$ cat src/rtl/mem_port_arbiter_if.sv
// rtl/mem_port_arbiter_if.sv - cache/memory handshake bundle for the memory port arbiter
// Purpose: groups the I-cache, D-cache, memory and status signals of mem_port_arbiter.
// Modports:
//   slave  - arbiter side: takes cache requests and memory responses, drives
//            read data, ready pulses, memory strobes and status.
//   master - environment side (caches + memory model): the mirror of slave.
interface mem_port_arbiter_if #(
  parameter int AW = 28,
  parameter int DW = 128
);
  logic          i_req;
  logic [AW-1:0] i_addr;
  logic [DW-1:0] i_rdata;
  logic          i_ready;
  logic          d_read;
  logic          d_write;
  logic [AW-1:0] d_addr;
  logic [DW-1:0] d_wdata;
  logic [DW-1:0] d_rdata;
  logic          d_ready;
  logic          mem_read;
  logic          mem_write;
  logic [AW-1:0] mem_addr;
  logic [DW-1:0] mem_wdata;
  logic [DW-1:0] mem_rdata;
  logic          mem_ready;
  logic          timeout_err;
  logic          busy;

  modport slave (
    input  i_req, i_addr, d_read, d_write, d_addr, d_wdata, mem_rdata, mem_ready,
    output i_rdata, i_ready, d_rdata, d_ready, mem_read, mem_write, mem_addr,
           mem_wdata, timeout_err, busy
  );

  modport master (
    output i_req, i_addr, d_read, d_write, d_addr, d_wdata, mem_rdata, mem_ready,
    input  i_rdata, i_ready, d_rdata, d_ready, mem_read, mem_write, mem_addr,
           mem_wdata, timeout_err, busy
  );
endinterface

$ cat src/rtl/mem_port_arbiter.sv
// rtl/mem_port_arbiter.sv - shares one line-addressed memory port between I-cache and D-cache
// Purpose: one transaction at a time, alternating priority on conflicts,
// registered memory-side signals, one-cycle ready pulse, sticky watchdog abort.
// Ports:
//   clk  - clock, all state updates on posedge
//   rst  - synchronous active-high reset
//   bus  - mem_port_arbiter_if.slave: cache requests/responses, memory strobes,
//          memory response, timeout_err and busy status
module mem_port_arbiter #(
  parameter int AW      = 28,
  parameter int DW      = 128,
  parameter int TIMEOUT = 64
) (
  input  logic                 clk,
  input  logic                 rst,
  mem_port_arbiter_if.slave    bus
);

  typedef enum logic [1:0] {S_IDLE, S_BUSY_I, S_BUSY_D, S_RESP} state_t;

  localparam int CW = (TIMEOUT > 1) ? $clog2(TIMEOUT) : 1;
  localparam logic [CW-1:0] WD_LAST = CW'(TIMEOUT - 1);

  state_t        r_state;
  logic          r_pri_d;
  logic [CW-1:0] r_wd_cnt;
  logic          r_timeout_err;
  logic          r_mem_read;
  logic          r_mem_write;
  logic [AW-1:0] r_mem_addr;
  logic [DW-1:0] r_mem_wdata;
  logic [DW-1:0] r_i_rdata;
  logic [DW-1:0] r_d_rdata;
  logic          r_i_ready;
  logic          r_d_ready;

  logic w_d_pend;
  logic w_grant_d;

  assign w_d_pend  = bus.d_read | bus.d_write;
  // D wins when it is alone, or when both request and it holds priority.
  assign w_grant_d = w_d_pend & (~bus.i_req | r_pri_d);

  always_ff @(posedge clk) begin
    if (rst) begin
      r_state       <= S_IDLE;
      r_pri_d       <= 1'b1;
      r_wd_cnt      <= '0;
      r_timeout_err <= 1'b0;
      r_mem_read    <= 1'b0;
      r_mem_write   <= 1'b0;
      r_mem_addr    <= '0;
      r_mem_wdata   <= '0;
      r_i_rdata     <= '0;
      r_d_rdata     <= '0;
      r_i_ready     <= 1'b0;
      r_d_ready     <= 1'b0;
    end else begin
      // Ready is a single-cycle pulse, raised only on entry to RESP.
      r_i_ready <= 1'b0;
      r_d_ready <= 1'b0;
      case (r_state)
        S_IDLE: begin
          r_wd_cnt <= '0;
          if (w_grant_d) begin
            r_state     <= S_BUSY_D;
            r_pri_d     <= 1'b0;
            r_mem_write <= bus.d_write;   // write wins over a simultaneous read
            r_mem_read  <= ~bus.d_write;
            r_mem_addr  <= bus.d_addr;
            r_mem_wdata <= bus.d_wdata;
          end else if (bus.i_req) begin
            r_state     <= S_BUSY_I;
            r_pri_d     <= 1'b1;
            r_mem_read  <= 1'b1;
            r_mem_write <= 1'b0;
            r_mem_addr  <= bus.i_addr;
            r_mem_wdata <= '0;
          end
        end
        S_BUSY_I, S_BUSY_D: begin
          if (bus.mem_ready) begin
            r_state     <= S_RESP;
            r_mem_read  <= 1'b0;
            r_mem_write <= 1'b0;
            r_mem_addr  <= '0;
            r_mem_wdata <= '0;
            if (r_state == S_BUSY_I) begin
              r_i_rdata <= bus.mem_rdata;
              r_i_ready <= 1'b1;
            end else begin
              // A write returns no data; d_rdata keeps its last read line.
              if (!r_mem_write) r_d_rdata <= bus.mem_rdata;
              r_d_ready <= 1'b1;
            end
          end else if ((TIMEOUT != 0) && (r_wd_cnt == WD_LAST)) begin
            r_state       <= S_RESP;
            r_timeout_err <= 1'b1;
            r_mem_read    <= 1'b0;
            r_mem_write   <= 1'b0;
            r_mem_addr    <= '0;
            r_mem_wdata   <= '0;
            if (r_state == S_BUSY_I) begin
              r_i_rdata <= '0;
              r_i_ready <= 1'b1;
            end else begin
              r_d_rdata <= '0;
              r_d_ready <= 1'b1;
            end
          end else begin
            r_wd_cnt <= r_wd_cnt + CW'(1);
          end
        end
        default: begin
          // RESP: requests are ignored so the requester can drop them now.
          r_state  <= S_IDLE;
          r_wd_cnt <= '0;
        end
      endcase
    end
  end

  assign bus.mem_read    = r_mem_read;
  assign bus.mem_write   = r_mem_write;
  assign bus.mem_addr    = r_mem_addr;
  assign bus.mem_wdata   = r_mem_wdata;
  assign bus.i_rdata     = r_i_rdata;
  assign bus.i_ready     = r_i_ready;
  assign bus.d_rdata     = r_d_rdata;
  assign bus.d_ready     = r_d_ready;
  assign bus.timeout_err = r_timeout_err;
  assign bus.busy        = (r_state != S_IDLE);

endmodule

$ cat src/flat_wrapper.sv
// flat-port wrapper written by rule: the top's interface ports become plain ports
module mem_port_arbiter_flat 
#(
  parameter int AW      = 28,
  parameter int DW      = 128,
  parameter int TIMEOUT = 64
)
  (clk, rst, bus_i_req, bus_i_addr, bus_d_read, bus_d_write, bus_d_addr, bus_d_wdata, bus_mem_rdata, bus_mem_ready, bus_i_rdata, bus_i_ready, bus_d_rdata, bus_d_ready, bus_mem_read, bus_mem_write, bus_mem_addr, bus_mem_wdata, bus_timeout_err, bus_busy);
  mem_port_arbiter_if #(.AW(AW), .DW(DW)) bus_i ();
  input  logic clk;
  input  logic rst;
  input wire logic [$bits(bus_i.i_req)-1:0] bus_i_req;
  input wire logic [$bits(bus_i.i_addr)-1:0] bus_i_addr;
  input wire logic [$bits(bus_i.d_read)-1:0] bus_d_read;
  input wire logic [$bits(bus_i.d_write)-1:0] bus_d_write;
  input wire logic [$bits(bus_i.d_addr)-1:0] bus_d_addr;
  input wire logic [$bits(bus_i.d_wdata)-1:0] bus_d_wdata;
  input wire logic [$bits(bus_i.mem_rdata)-1:0] bus_mem_rdata;
  input wire logic [$bits(bus_i.mem_ready)-1:0] bus_mem_ready;
  output wire logic [$bits(bus_i.i_rdata)-1:0] bus_i_rdata;
  output wire logic [$bits(bus_i.i_ready)-1:0] bus_i_ready;
  output wire logic [$bits(bus_i.d_rdata)-1:0] bus_d_rdata;
  output wire logic [$bits(bus_i.d_ready)-1:0] bus_d_ready;
  output wire logic [$bits(bus_i.mem_read)-1:0] bus_mem_read;
  output wire logic [$bits(bus_i.mem_write)-1:0] bus_mem_write;
  output wire logic [$bits(bus_i.mem_addr)-1:0] bus_mem_addr;
  output wire logic [$bits(bus_i.mem_wdata)-1:0] bus_mem_wdata;
  output wire logic [$bits(bus_i.timeout_err)-1:0] bus_timeout_err;
  output wire logic [$bits(bus_i.busy)-1:0] bus_busy;
  assign bus_i.i_req = bus_i_req;
  assign bus_i.i_addr = bus_i_addr;
  assign bus_i.d_read = bus_d_read;
  assign bus_i.d_write = bus_d_write;
  assign bus_i.d_addr = bus_d_addr;
  assign bus_i.d_wdata = bus_d_wdata;
  assign bus_i.mem_rdata = bus_mem_rdata;
  assign bus_i.mem_ready = bus_mem_ready;
  assign bus_i_rdata = bus_i.i_rdata;
  assign bus_i_ready = bus_i.i_ready;
  assign bus_d_rdata = bus_i.d_rdata;
  assign bus_d_ready = bus_i.d_ready;
  assign bus_mem_read = bus_i.mem_read;
  assign bus_mem_write = bus_i.mem_write;
  assign bus_mem_addr = bus_i.mem_addr;
  assign bus_mem_wdata = bus_i.mem_wdata;
  assign bus_timeout_err = bus_i.timeout_err;
  assign bus_busy = bus_i.busy;
  mem_port_arbiter #(.AW(AW), .DW(DW), .TIMEOUT(TIMEOUT)) u_core (.clk(clk), .rst(rst), .bus(bus_i));
endmodule
$ cat config.mk
export PLATFORM = sky130hd
export DESIGN_NAME = mem_port_arbiter_flat
export DESIGN_NICKNAME = d
export VERILOG_FILES = /design/src/rtl/mem_port_arbiter_if.sv /design/src/rtl/mem_port_arbiter.sv /design/src/flat_wrapper.sv
export SDC_FILE = /design/constraint.sdc
export NUM_CORES = 1
export LEC_CHECK = 0
export BUFFER_PORTS_ARGS = -buffer_cell sky130_fd_sc_hd__buf_2
export CAP_MARGIN = 25
export CORE_AREA = 3 3 282 284
export DETAILED_ROUTE_END_ITERATION = 6
export DIE_AREA = 0 0 285 287
export SYNTH_ARGS = -nofsm -noshare
export SYNTH_HDL_FRONTEND = slang
export SYNTH_SLANG_ARGS = --single-unit
$ cat constraint.sdc
create_clock -name clk -period 4.1 [get_ports clk]
set_input_delay 1.23 -clock clk [delete_from_list [all_inputs] [get_ports clk]]
set_output_delay 1.23 -clock clk [all_outputs]
set_load 0.02 [all_outputs]
==> flow_metrics.env, run 1 <==
export IMPL_yosysTopAreaCell="dfxtp_1"
export IMPL_place_area_um2=20000
export IMPL_clkSinkCount=426
export IMPL_synth_ff_type="dfxtp_1"
export IMPL_num_rows=102
export IMPL_synth_nets=1726
export IMPL_n_fill_cell=8314
export IMPL_drv_cap=0
export IMPL_drive_above_1_share=0.422
export IMPL_finalCritPeriodShare=0.676
export IMPL_cts_setup_buffers=0
export IMPL_clockBufferDepth=3
export IMPL_yosysWarnings=0
export IMPL_p_clk_frac=0.298
export IMPL_reg2reg_from="u_core.r_state[0]"
export IMPL_globalRouteOverflowTotal=0
export IMPL_synth_edf_count=0
export IMPL_startpoint="u_core.r_state[0]"
export IMPL_synthDistinctLibCells=38
export IMPL_tns_ns=0
export IMPL_drcViolationCount=0
export IMPL_fin_ws_ns=1.33
export IMPL_skew_ns=0.0294
export IMPL_fmax_mhz=361
export IMPL_cp_max_fo=5
export IMPL_vdd_drop_max_mv=0.377
export IMPL_wirelength_um=60000
export IMPL_path_clk_slew_ns=0.06
export IMPL_start_kind="register"
export IMPL_wl_per_cell_um=19.2
export IMPL_ant_nets=0
export IMPL_sequentialPowerShare=0.377
export IMPL_final_common_cell="buf_2"
export IMPL_cts_buffers_inserted=48
export IMPL_ys_seq_area_frac=0.557
export IMPL_r2r_end="u_core.bus.mem_wdata[28]"
export IMPL_grt_max_degree=200
export IMPL_crit_end="bus_busy"
export IMPL_initial_core_util=0.198
export IMPL_dr_total_vias=14500
export IMPL_io_pins=736
export IMPL_cts_root_buf="clkbuf_16"
export IMPL_drt_vias_per_instance=4.66
export IMPL_hold_depth=1
export IMPL_switchingPower_w=0.00554
export IMPL_end_kind="output port"
export IMPL_holdBufCountCts=0
export IMPL_final_hold_violation_count=0
export IMPL_period_minus_slack_ns=2.77
export IMPL_swShare=0.380
export IMPL_outcome="completed"
export IMPL_nets=2364
export IMPL_h_tree_depth=2
export IMPL_final_cell_mix="buf_2 (734), dfxtp_1 (426), a32o_1 (256)"
export IMPL_core_area_um2=77300
export IMPL_finalSetupViolCount=0
export IMPL_maxSlewHeadroom=0.224
export IMPL_drv_slew=0
export IMPL_dr_pass1_iters=5
export IMPL_grt_pass1_wl_um=88100
export IMPL_worst_r2r_cell_count=8
export IMPL_cp_data_required_time_ns=2.87
export IMPL_worstHoldPathType="register to register"
export IMPL_critPathKind="register to output port"
export IMPL_die_y_um=287
export IMPL_io_buffer_count=735
export IMPL_synth_area_um2=15300
export IMPL_cts_resized=0
export IMPL_ys_ff_latch=426
export IMPL_drt_initial_drc_count=875
export IMPL_antenna_found_initial=20
export IMPL_async_flop_share=0
export IMPL_synth_area_leaders="dfxtp_1 (56%), a32o_1 (17%), o211ai_1 (7.7%)"
export IMPL_stdcell_area_um2=21600
export IMPL_intPower_w=0.00905
export IMPL_yosys_area_top_type_share=0.557
export IMPL_tightest_slew_ns=1.16
export IMPL_dp_hpwl_um=42300
export IMPL_area_growth_pct=41.1
export IMPL_fin_util=0.279
export IMPL_p_leak_nw=9.36
export IMPL_combPwrFrac=0.325
export IMPL_grt_pass1_vias=14300
export IMPL_avgSynthCellArea_um2=10.9
export IMPL_worstSkewPairLatency_ns=0.59
export IMPL_whs_ns=0.459
export IMPL_die_area_um2=81800
export IMPL_rsz0062_at_grt="no"
export IMPL_cts_tree="done"
export IMPL_ff2ff_setup_slack_ns=1.48
export IMPL_critPathArrivalTime_ns=1.54
export IMPL_grt_usage=0.136
export IMPL_syn_inst=1404
export IMPL_dp_slack_ns=1.04
export IMPL_power_per_cell_area_nw_per_um2=676
export IMPL_die_w_um=285
export IMPL_gp_congestion=0.782
==> registers in the layout, summed over array words and instances (netlist names), 2 cells and up <==
name	cells
u_core.bus.i_rdata	128
u_core.bus.mem_addr	28
u_core.r_wd_cnt	6
u_core.bus.mem_wdata	128
u_core.bus.d_rdata	128
u_core.r_state	2
==> how the worst min path moves through the flow <==
stage                                  from                 endpoint
finish               u_core.bus.i_rdata[92]   u_core.bus.i_rdata[92]
global route         u_core.bus.d_rdata[19]   u_core.bus.d_rdata[19]
CTS                 u_core.bus.d_rdata[117]  u_core.bus.d_rdata[117]
detailed placement  u_core.bus.d_rdata[116]  u_core.bus.d_rdata[116]
global placement     u_core.bus.i_rdata[49]   u_core.bus.i_rdata[49]
floorplan                 u_core.r_state[1]        u_core.r_state[1]
==> layout make-up <==
cell class,count,area (um^2),area share
clock inverter,16,183,0.00846
antenna,4,10.0,0.000463
sequential,426,8530,0.395
inverter,6,27.5,0.00127
multi-input combinational,792,6040,0.280
tap,1040,1300,0.0603
clock buffer,72,1420,0.0659
timing repair buffer,768,4090,0.189
==> metrics by stage <==
| stage | total power [W] | std cells |
|---|---|---|
| 2_1_floorplan | 0.00844 | 1404 |
| 3_3_place_gp | 0.0104 | 3032 |
| 3_5_place_dp | 0.0104 | 3032 |
| 4_1_cts | 0.0148 | 3120 |
| 5_1_grt | 0.0154 | 3122 |
| 6_report | 0.0146 | 3124 |
==> critical path, stage by stage, from the launching register on <==
cell     delay, ns
dfxtp_1       0.38
inv_1         0.06
ha_1          0.25
inv_1         0.09
buf_2         0.17
==> per-layer routing <==
metal / GRT usage / vias to the layer above / wire length [um]
li1: - / 6794 / -
met1: 0.157 / 6982 / 23300
met2: 0.236 / 637 / 29300
met3: 0.0404 / 119 / 5130
met4: 0.0532 / 12 / 2170
met5: 0 / - / 65
==> Yosys cell counts, types with 2 or more instances <==
cell / instances
dfxtp_1: 426
a32o_1: 256
o211ai_1: 157
nand2_1: 134
clkbuf_1: 128
o21ai_0: 122
buf_2: 45
mux2i_1: 30
o41ai_2: 21
nor2_1: 12
o21ai_1: 9
o41ai_1: 8
buf_6: 6
a21oi_1: 5
inv_1: 5
ha_1: 4
xnor2_1: 4
a31oi_1: 3
nor3_1: 3
or2_2: 3
a211oi_1: 2
and3_1: 2
nand2b_1: 2
nand3_1: 2
o21a_1: 2
==> cell families after synthesis <==
logic type | Yosys count | share of synthesized area
compound gates | 588 | 0.321
mux | 30 | 0.0196
buf+inv | 186 | 0.0522
fa+ha+maj | 4 | 0.00327
simple gates | 166 | 0.0450
flops | 426 | 0.557
xor+xnor | 4 | 0.00229
==> power groups by stage <==
stage	Combinational [W]	Clock, W	Sequential [W]
6_report	0.00475	0.00435	0.00550
4_1_cts	0.00483	0.00451	0.00551
3_5_place_dp	0.00483	0	0.00559
2_1_floorplan	0.00181	0	0.00663
5_1_grt	0.00510	0.00466	0.00561
3_3_place_gp	0.00481	0	0.00557
(Power assumes the default switching activity.)
==> run 2, diff against run 1 <==
==> constraint.sdc (replaced) <==
create_clock -name clk -period 2.3 [get_ports clk]
set_input_delay 0.69 -clock clk [delete_from_list [all_inputs] [get_ports clk]]
set_output_delay 0.69 -clock clk [all_outputs]
set_load 0.02 [all_outputs]
==> run 2 against run 1 <==
  * Largest power group unchanged
  * Clock-buffer cell count decreased by 1
  * Largest cell class unchanged
  * Global-route usage rose by 0.13 points
  * Register-to-register slack worse by 1.3 ns
  * Routed wire length grew 0.82%
  * Final area up 3.0%
  * Core utilization grew 0.83 points
  * Combinational power rose by 92%
  * Sequential power increased by 78%
  * Highest routed layer unchanged
  * Critical path type unchanged
==> flow_metrics.env, run 2 (synthesized netlist as in run 1, its figures left out) <==
export IMPL_outcome="completed"
export IMPL_drv_cap=0
export IMPL_p_leak_nw=9.75
export IMPL_h_tree_depth=2
export IMPL_io_pins=736
export IMPL_tns_ns=0
export IMPL_cpLargestDelayFamily="flip-flops"
export IMPL_globalRouteOverflowTotal=0
export IMPL_drt_vias_per_instance=4.60
export IMPL_drv_slew=0
export IMPL_gp_congestion=0.800
export IMPL_cpPeakStageDelay_ns=0.35
export IMPL_final_cell_mix="buf_2 (734), dfxtp_1 (425), a32o_1 (256)"
export IMPL_cts_root_buf="clkbuf_16"
export IMPL_area_growth_pct=45.3
export IMPL_final_hold_violation_count=0
export IMPL_startpoint="u_core.r_state[1]"
export IMPL_grt_pass1_vias=14200
export IMPL_grt_max_degree=127
export IMPL_final_common_cell="buf_2"
export IMPL_vdd_drop_max_mv=0.690
export IMPL_power_per_cell_area_nw_per_um2=1180
export IMPL_cp_data_required_time_ns=1.61
export IMPL_fmax_mhz=461
export IMPL_critPathKind="register to output port"
export IMPL_fin_ws_ns=0.132
export IMPL_reg2reg_from="u_core.r_state[1]"
export IMPL_dr_total_vias=14700
export IMPL_cp_max_fo=5
export IMPL_path_clk_slew_ns=0.06
export IMPL_die_area_um2=81800
export IMPL_n_fill_cell=8221
export IMPL_cp_common_cell="inv_1"
export IMPL_grt_pass1_wl_um=89000
export IMPL_critPathArrivalTime_ns=1.48
export IMPL_layoutNonFillerInstCount=3193
export IMPL_clockBufferDepth=3
export IMPL_worstPathCellList="inv_1, ha_1, inv_1, buf_2"
export IMPL_dp_slack_ns=0.0563
export IMPL_skew_ns=0.00693
export IMPL_wl_per_cell_um=18.9
export IMPL_io_buffer_count=735
export IMPL_dr_pass1_iters=5
export IMPL_drcViolationCount=0
export IMPL_wirelength_um=60500
export IMPL_nets=2434
export IMPL_start_kind="register"
export IMPL_worstSkewPairLatency_ns=0.56
export IMPL_path_buf_inv=3
export IMPL_critPathSlowestCell="dfxtp_1"
export IMPL_core_area_um2=77300
export IMPL_finalSetupViolCount=0
export IMPL_end_kind="output port"
export IMPL_maxSlewHeadroom=0.497
export IMPL_hold_path_startpoint="bus_d_wdata[44]"
export IMPL_dp_cells=3104
export IMPL_fin_util=0.288
export IMPL_cts_tree="done"
export IMPL_ant_nets=0
export IMPL_worstHoldPathType="input pin to register"
export IMPL_grt_usage=0.137
export IMPL_die_w_um=285
export IMPL_finalCritPeriodShare=0.943
export IMPL_drive_above_1_share=0.442
export IMPL_tightest_slew_ns=0.755
export IMPL_rsz0062_at_grt="no"
export IMPL_num_rows=102
export IMPL_power_total_w=0.0263
export IMPL_clkSinkCount=426
export IMPL_die_y_um=287
export IMPL_antenna_found_initial=16
export IMPL_drt_initial_drc_count=859
export IMPL_initial_core_util=0.198
export IMPL_dp_hpwl_um=45900
export IMPL_period_minus_slack_ns=2.17
export IMPL_cts_buffers_inserted=46
export IMPL_cts_setup_buffers=0
## run 2: area by class of cell
type / instances / area (um^2) / area share
clock inverters: 12 / 93.8 / 0.00422
repair buffers: 840 / 4830 / 0.217
clock buffers: 71 / 1410 / 0.0632
flip-flops and latches: 426 / 8530 / 0.384
multi-input cells: 792 / 6040 / 0.272
well taps: 1040 / 1300 / 0.0585
diodes: 6 / 15.0 / 0.000675
inverters: 6 / 27.5 / 0.00124
## run 2: what timing repair did
item,4_1_cts,5_1_grt
hold endpoints to repair,0,0
gates resized for setup,0,1
hold buffers,0,0
setup endpoints to repair,0,4
## run 2: routing by layer
metal | GRT usage | vias to the layer above | share of wire
met5 | 0 | - | 0.00083
met2 | 0.240 | 628 | 0.49
li1 | - | 6923 | -
met1 | 0.163 | 7024 | 0.40
met3 | 0.0385 | 91 | 0.084
met4 | 0.0423 | 10 | 0.028
## run 2: final timing paths
| path | endpoint | slack, ns | depth (start not counted) |
|---|---|---|---|
| worst min register to register | u_core.bus.d_rdata[115] | 0.46 | 1 |
| worst max-delay path | bus_busy | 0.13 | 4 |
| worst max register to register | u_core.bus.mem_wdata[91] | 0.19 | 9 |
| worst min-delay path | u_core.bus.mem_wdata[44] | 0.37 | 3 |
## run 2: metrics by stage
stage | area, um^2 | hold WS (ns)
CTS | 22200 | 0.320
finish | 22200 | 0.372
global placement | 20700 | 0.440
floorplan | 15300 | 0.466
detailed placement | 20700 | 0.448
global route | 22200 | 0.332
## run 2: power breakdown
group          internal (W)  leakage [nW]  switching (W)
sequential          0.00898          3.46       0.000829
combinational       0.00314          5.54        0.00600
clock               0.00430         0.742        0.00301
## run 2: worst register-to-register path, stage by stage (launching register included)
cell	delay, ns
dfxtp_1	0.35
inv_1	0.07
ha_1	0.29
buf_4	0.17
nor2_1	0.17
and3_4	0.28
buf_12	0.22
buf_4	0.25
nand2_1	0.08
o21ai_0	0.15
==> run 3, diff against run 2 <==
--- a/config.mk
+++ b/config.mk
@@ -5,11 +5,12 @@
 export SDC_FILE = /design/constraint.sdc
 export NUM_CORES = 1
 export LEC_CHECK = 0
+export ABC_AREA = 1
 export BUFFER_PORTS_ARGS = -buffer_cell sky130_fd_sc_hd__buf_2
 export CAP_MARGIN = 25
-export CORE_AREA = 3 3 282 284
+export CORE_AREA = 3 3 284 286
 export DETAILED_ROUTE_END_ITERATION = 6
-export DIE_AREA = 0 0 285 287
+export DIE_AREA = 0 0 287 289
 export SYNTH_ARGS = -nofsm -noshare
 export SYNTH_HDL_FRONTEND = slang
 export SYNTH_SLANG_ARGS = --single-unit
==> run 3 against run 2 <==
  * Routed wire length rose by 20%
  * Clock power is 19% higher
  * Maximum frequency shrank 1.3%
  * Via count up 33%
  * Cell count up 47%
  * Combinational power rose by 88%
  * Final area rose by 15%
  * Hold slack better by 0.049 ns
  * Worst setup slack lost 0.028 ns
  * Highest routed layer unchanged
  * Synthesized cell count is 110% higher
  * Core utilization increased by 3.7 points
  * Clock skew grew 0.021 ns
==> flow_metrics.env, run 3 <==
export IMPL_outcome="completed"
export IMPL_cpPeakStageDelay_ns=0.38
export IMPL_combPwrFrac=0.470
export IMPL_grt_pass1_wl_um=108000
export IMPL_maxSlewHeadroom=0.626
export IMPL_synth_area_um2=18500
export IMPL_finalSetupViolCount=0
export IMPL_synth_most_common_cell="nand2_1"
export IMPL_dp_hpwl_um=54100
export IMPL_intPower_w=0.0205
export IMPL_cts_setup_buffers=0
export IMPL_die_area_um2=82900
export IMPL_clockBufferDepth=3
export IMPL_syn_inst=2916
export IMPL_core_area_um2=78600
export IMPL_drt_initial_drc_count=990
export IMPL_cpLargestDelayFamily="flip-flops"
export IMPL_period_minus_slack_ns=2.20
export IMPL_yosysWarnings=0
export IMPL_sequentialPowerShare=0.292
export IMPL_tightest_slew_ns=0.562
export IMPL_critPathSlowestCell="dfxtp_1"
export IMPL_area_growth_pct=37.9
export IMPL_tns_ns=0
export IMPL_reg2reg_from="u_core.r_wd_cnt[0]"
export IMPL_hold_path_startpoint="bus_d_wdata[104]"
export IMPL_multi_input_area_um2=7850
export IMPL_dr_total_vias=19500
export IMPL_final_common_cell="nand2_1"
export IMPL_cts_root_buf="clkbuf_16"
export IMPL_drv_cap=0
export IMPL_drive_above_1_share=0.250
export IMPL_swShare=0.439
export IMPL_skew_ns=0.0278
export IMPL_initial_core_util=0.235
export IMPL_grt_pass1_vias=18400
export IMPL_ys_seq_area_frac=0.461
export IMPL_start_kind="register"
export IMPL_synth_edf_count=0
export IMPL_cts_tree="done"
export IMPL_final_cell_mix="nand2_1 (1,000), buf_2 (733), nor2_1 (667)"
export IMPL_p_leak_nw=14.2
export IMPL_yosys_area_top_type_share=0.461
export IMPL_n_fill_cell=8599
export IMPL_synthDistinctLibCells=21
export IMPL_place_area_um2=23700
export IMPL_drv_slew=0
export IMPL_p_clk_frac=0.238
export IMPL_ant_nets=0
export IMPL_fmax_mhz=455
export IMPL_wl_met3_um=6200
export IMPL_ff2ff_setup_slack_ns=0.20
export IMPL_wl_met1_um=28500
export IMPL_wl_per_cell_um=15.5
export IMPL_wl_met2_um=35700
export IMPL_path_buf_inv=3
export IMPL_cp_max_fo=4
export IMPL_avgSynthCellArea_um2=6.34
export IMPL_synth_nets=3238
export IMPL_cp_common_cell="inv_1"
export IMPL_final_hold_violation_count=0
export IMPL_regArea_um2=8530
export IMPL_antenna_found_initial=9
export IMPL_critPathArrivalTime_ns=1.51
export IMPL_holdBufCountCts=0
export IMPL_drt_vias_per_instance=4.16
export IMPL_vdd_drop_max_mv=0.668
export IMPL_finalCritPeriodShare=0.955
export IMPL_clkSinkCount=426
export IMPL_grt_max_degree=103
export IMPL_rsz0062_at_grt="no"
export IMPL_whs_ns=0.421
export IMPL_cts_buffers_inserted=51
export IMPL_r2r_end="u_core.bus.mem_wdata[66]"
export IMPL_globalRouteOverflowTotal=0
export IMPL_h_tree_depth=2
export IMPL_die_w_um=287
export IMPL_worstPathCellList="inv_1, ha_4, inv_1, buf_2"
export IMPL_async_flop_share=0
export IMPL_cts_resized=0
export IMPL_cp_data_required_time_ns=1.61
export IMPL_io_pins=736
export IMPL_wirelength_um=72800
export IMPL_path_clk_slew_ns=0.06
export IMPL_end_kind="output port"
export IMPL_min_to="u_core.bus.mem_wdata[104]"
export IMPL_num_rows=103
export IMPL_switchingPower_w=0.0160
export IMPL_stdcell_area_um2=25500
export IMPL_ys_ff_latch=426
export IMPL_dr_pass1_iters=5
export IMPL_top_layer="met5"
export IMPL_grt_usage=0.166
export IMPL_power_total_w=0.0366
export IMPL_fin_util=0.324
export IMPL_die_y_um=289
export IMPL_power_per_cell_area_nw_per_um2=1430
export IMPL_io_buffer_count=735
export IMPL_worstHoldPathType="input pin to register"
export IMPL_synthTopCellsByCount="nand2_1 (1,002), nor2_1 (668), dfxtp_1 (426), inv_1 (359), a21oi_1 (154)"
export IMPL_gp_congestion=0.856
export IMPL_drcViolationCount=0
export IMPL_yosysTopAreaCell="dfxtp_1"
export IMPL_critPathKind="register to output port"
export IMPL_hold_depth=5
export IMPL_nets=3907
export IMPL_synth_ff_type="dfxtp_1"
export IMPL_worstSkewPairLatency_ns=0.60
export IMPL_worst_r2r_cell_count=8
export IMPL_synth_area_leaders="dfxtp_1 (46%), nand2_1 (20%), nor2_1 (14%)"
## run 3: worst max-delay path by stage
stage | startpoint | end | slack, ns | cells past startpoint
6_report | u_core.r_state[0] | bus_busy | 0.10 | 4
5_1_grt | u_core.r_state[0] | bus_busy | 0.03 | 4
4_1_cts | u_core.r_state[0] | bus_busy | 0.05 | 4
3_5_place_dp | bus_mem_ready | u_core.bus.mem_wdata[66] | 0.07 | 9
3_3_place_gp | bus_mem_ready | u_core.bus.mem_wdata[66] | 0.09 | 9
2_1_floorplan | bus_d_write | u_core.bus.mem_wdata[115] | 0.45 | 11
## run 3: per-stage QoR
stage          setup WS, ns  std cells
2_1_floorplan         0.450       2916
3_3_place_gp         0.0937       4582
3_5_place_dp         0.0702       4582
4_1_cts              0.0521       4676
5_1_grt              0.0295       4678
6_report              0.104       4680
## run 3: area by class of cell
class | count | area share
clock buffer | 70 | 0.0588
timing repair buffer | 803 | 0.181
inverter | 361 | 0.0535
tap | 1050 | 0.0515
clock inverter | 24 | 0.0125
sequential | 426 | 0.335
multi-input combinational | 1942 | 0.308
antenna | 4 | 0.000393
## run 3: layer usage
metal  track usage  vias to the layer above
li1              -                     9971
met1         0.188                     8747
met2         0.297                      635
met3        0.0494                      108
met4        0.0558                        4
met5             0                        -
## run 3: power groups by stage
stage               clock network (W)  logic (W)  registers [W]
floorplan                           0    0.00851         0.0132
global placement                    0     0.0173         0.0108
detailed placement                  0     0.0174         0.0108
CTS                           0.00899     0.0174         0.0107
global route                  0.00923     0.0193         0.0109
finish                        0.00870     0.0172         0.0107
## run 3: cell families (layout without fill, tap and decap cells)
kind of cell	count (synthesis)	count (layout)	share of synthesized area
and+or+nand+nor	1777	1777	0.374
other	0	4	0
adders and majority gates	4	4	0.00271
DFF	426	426	0.461
buffers and inverters	548	1258	0.118
AOI/OAI and AO/OA	161	161	0.0446
## run 3: tightest hold or removal path: stages
cell	delay, ns
buf_2	0.09
nand2_1	0.05
nand2_1	0.05
nand2_1	0.05
nor2_1	0.03
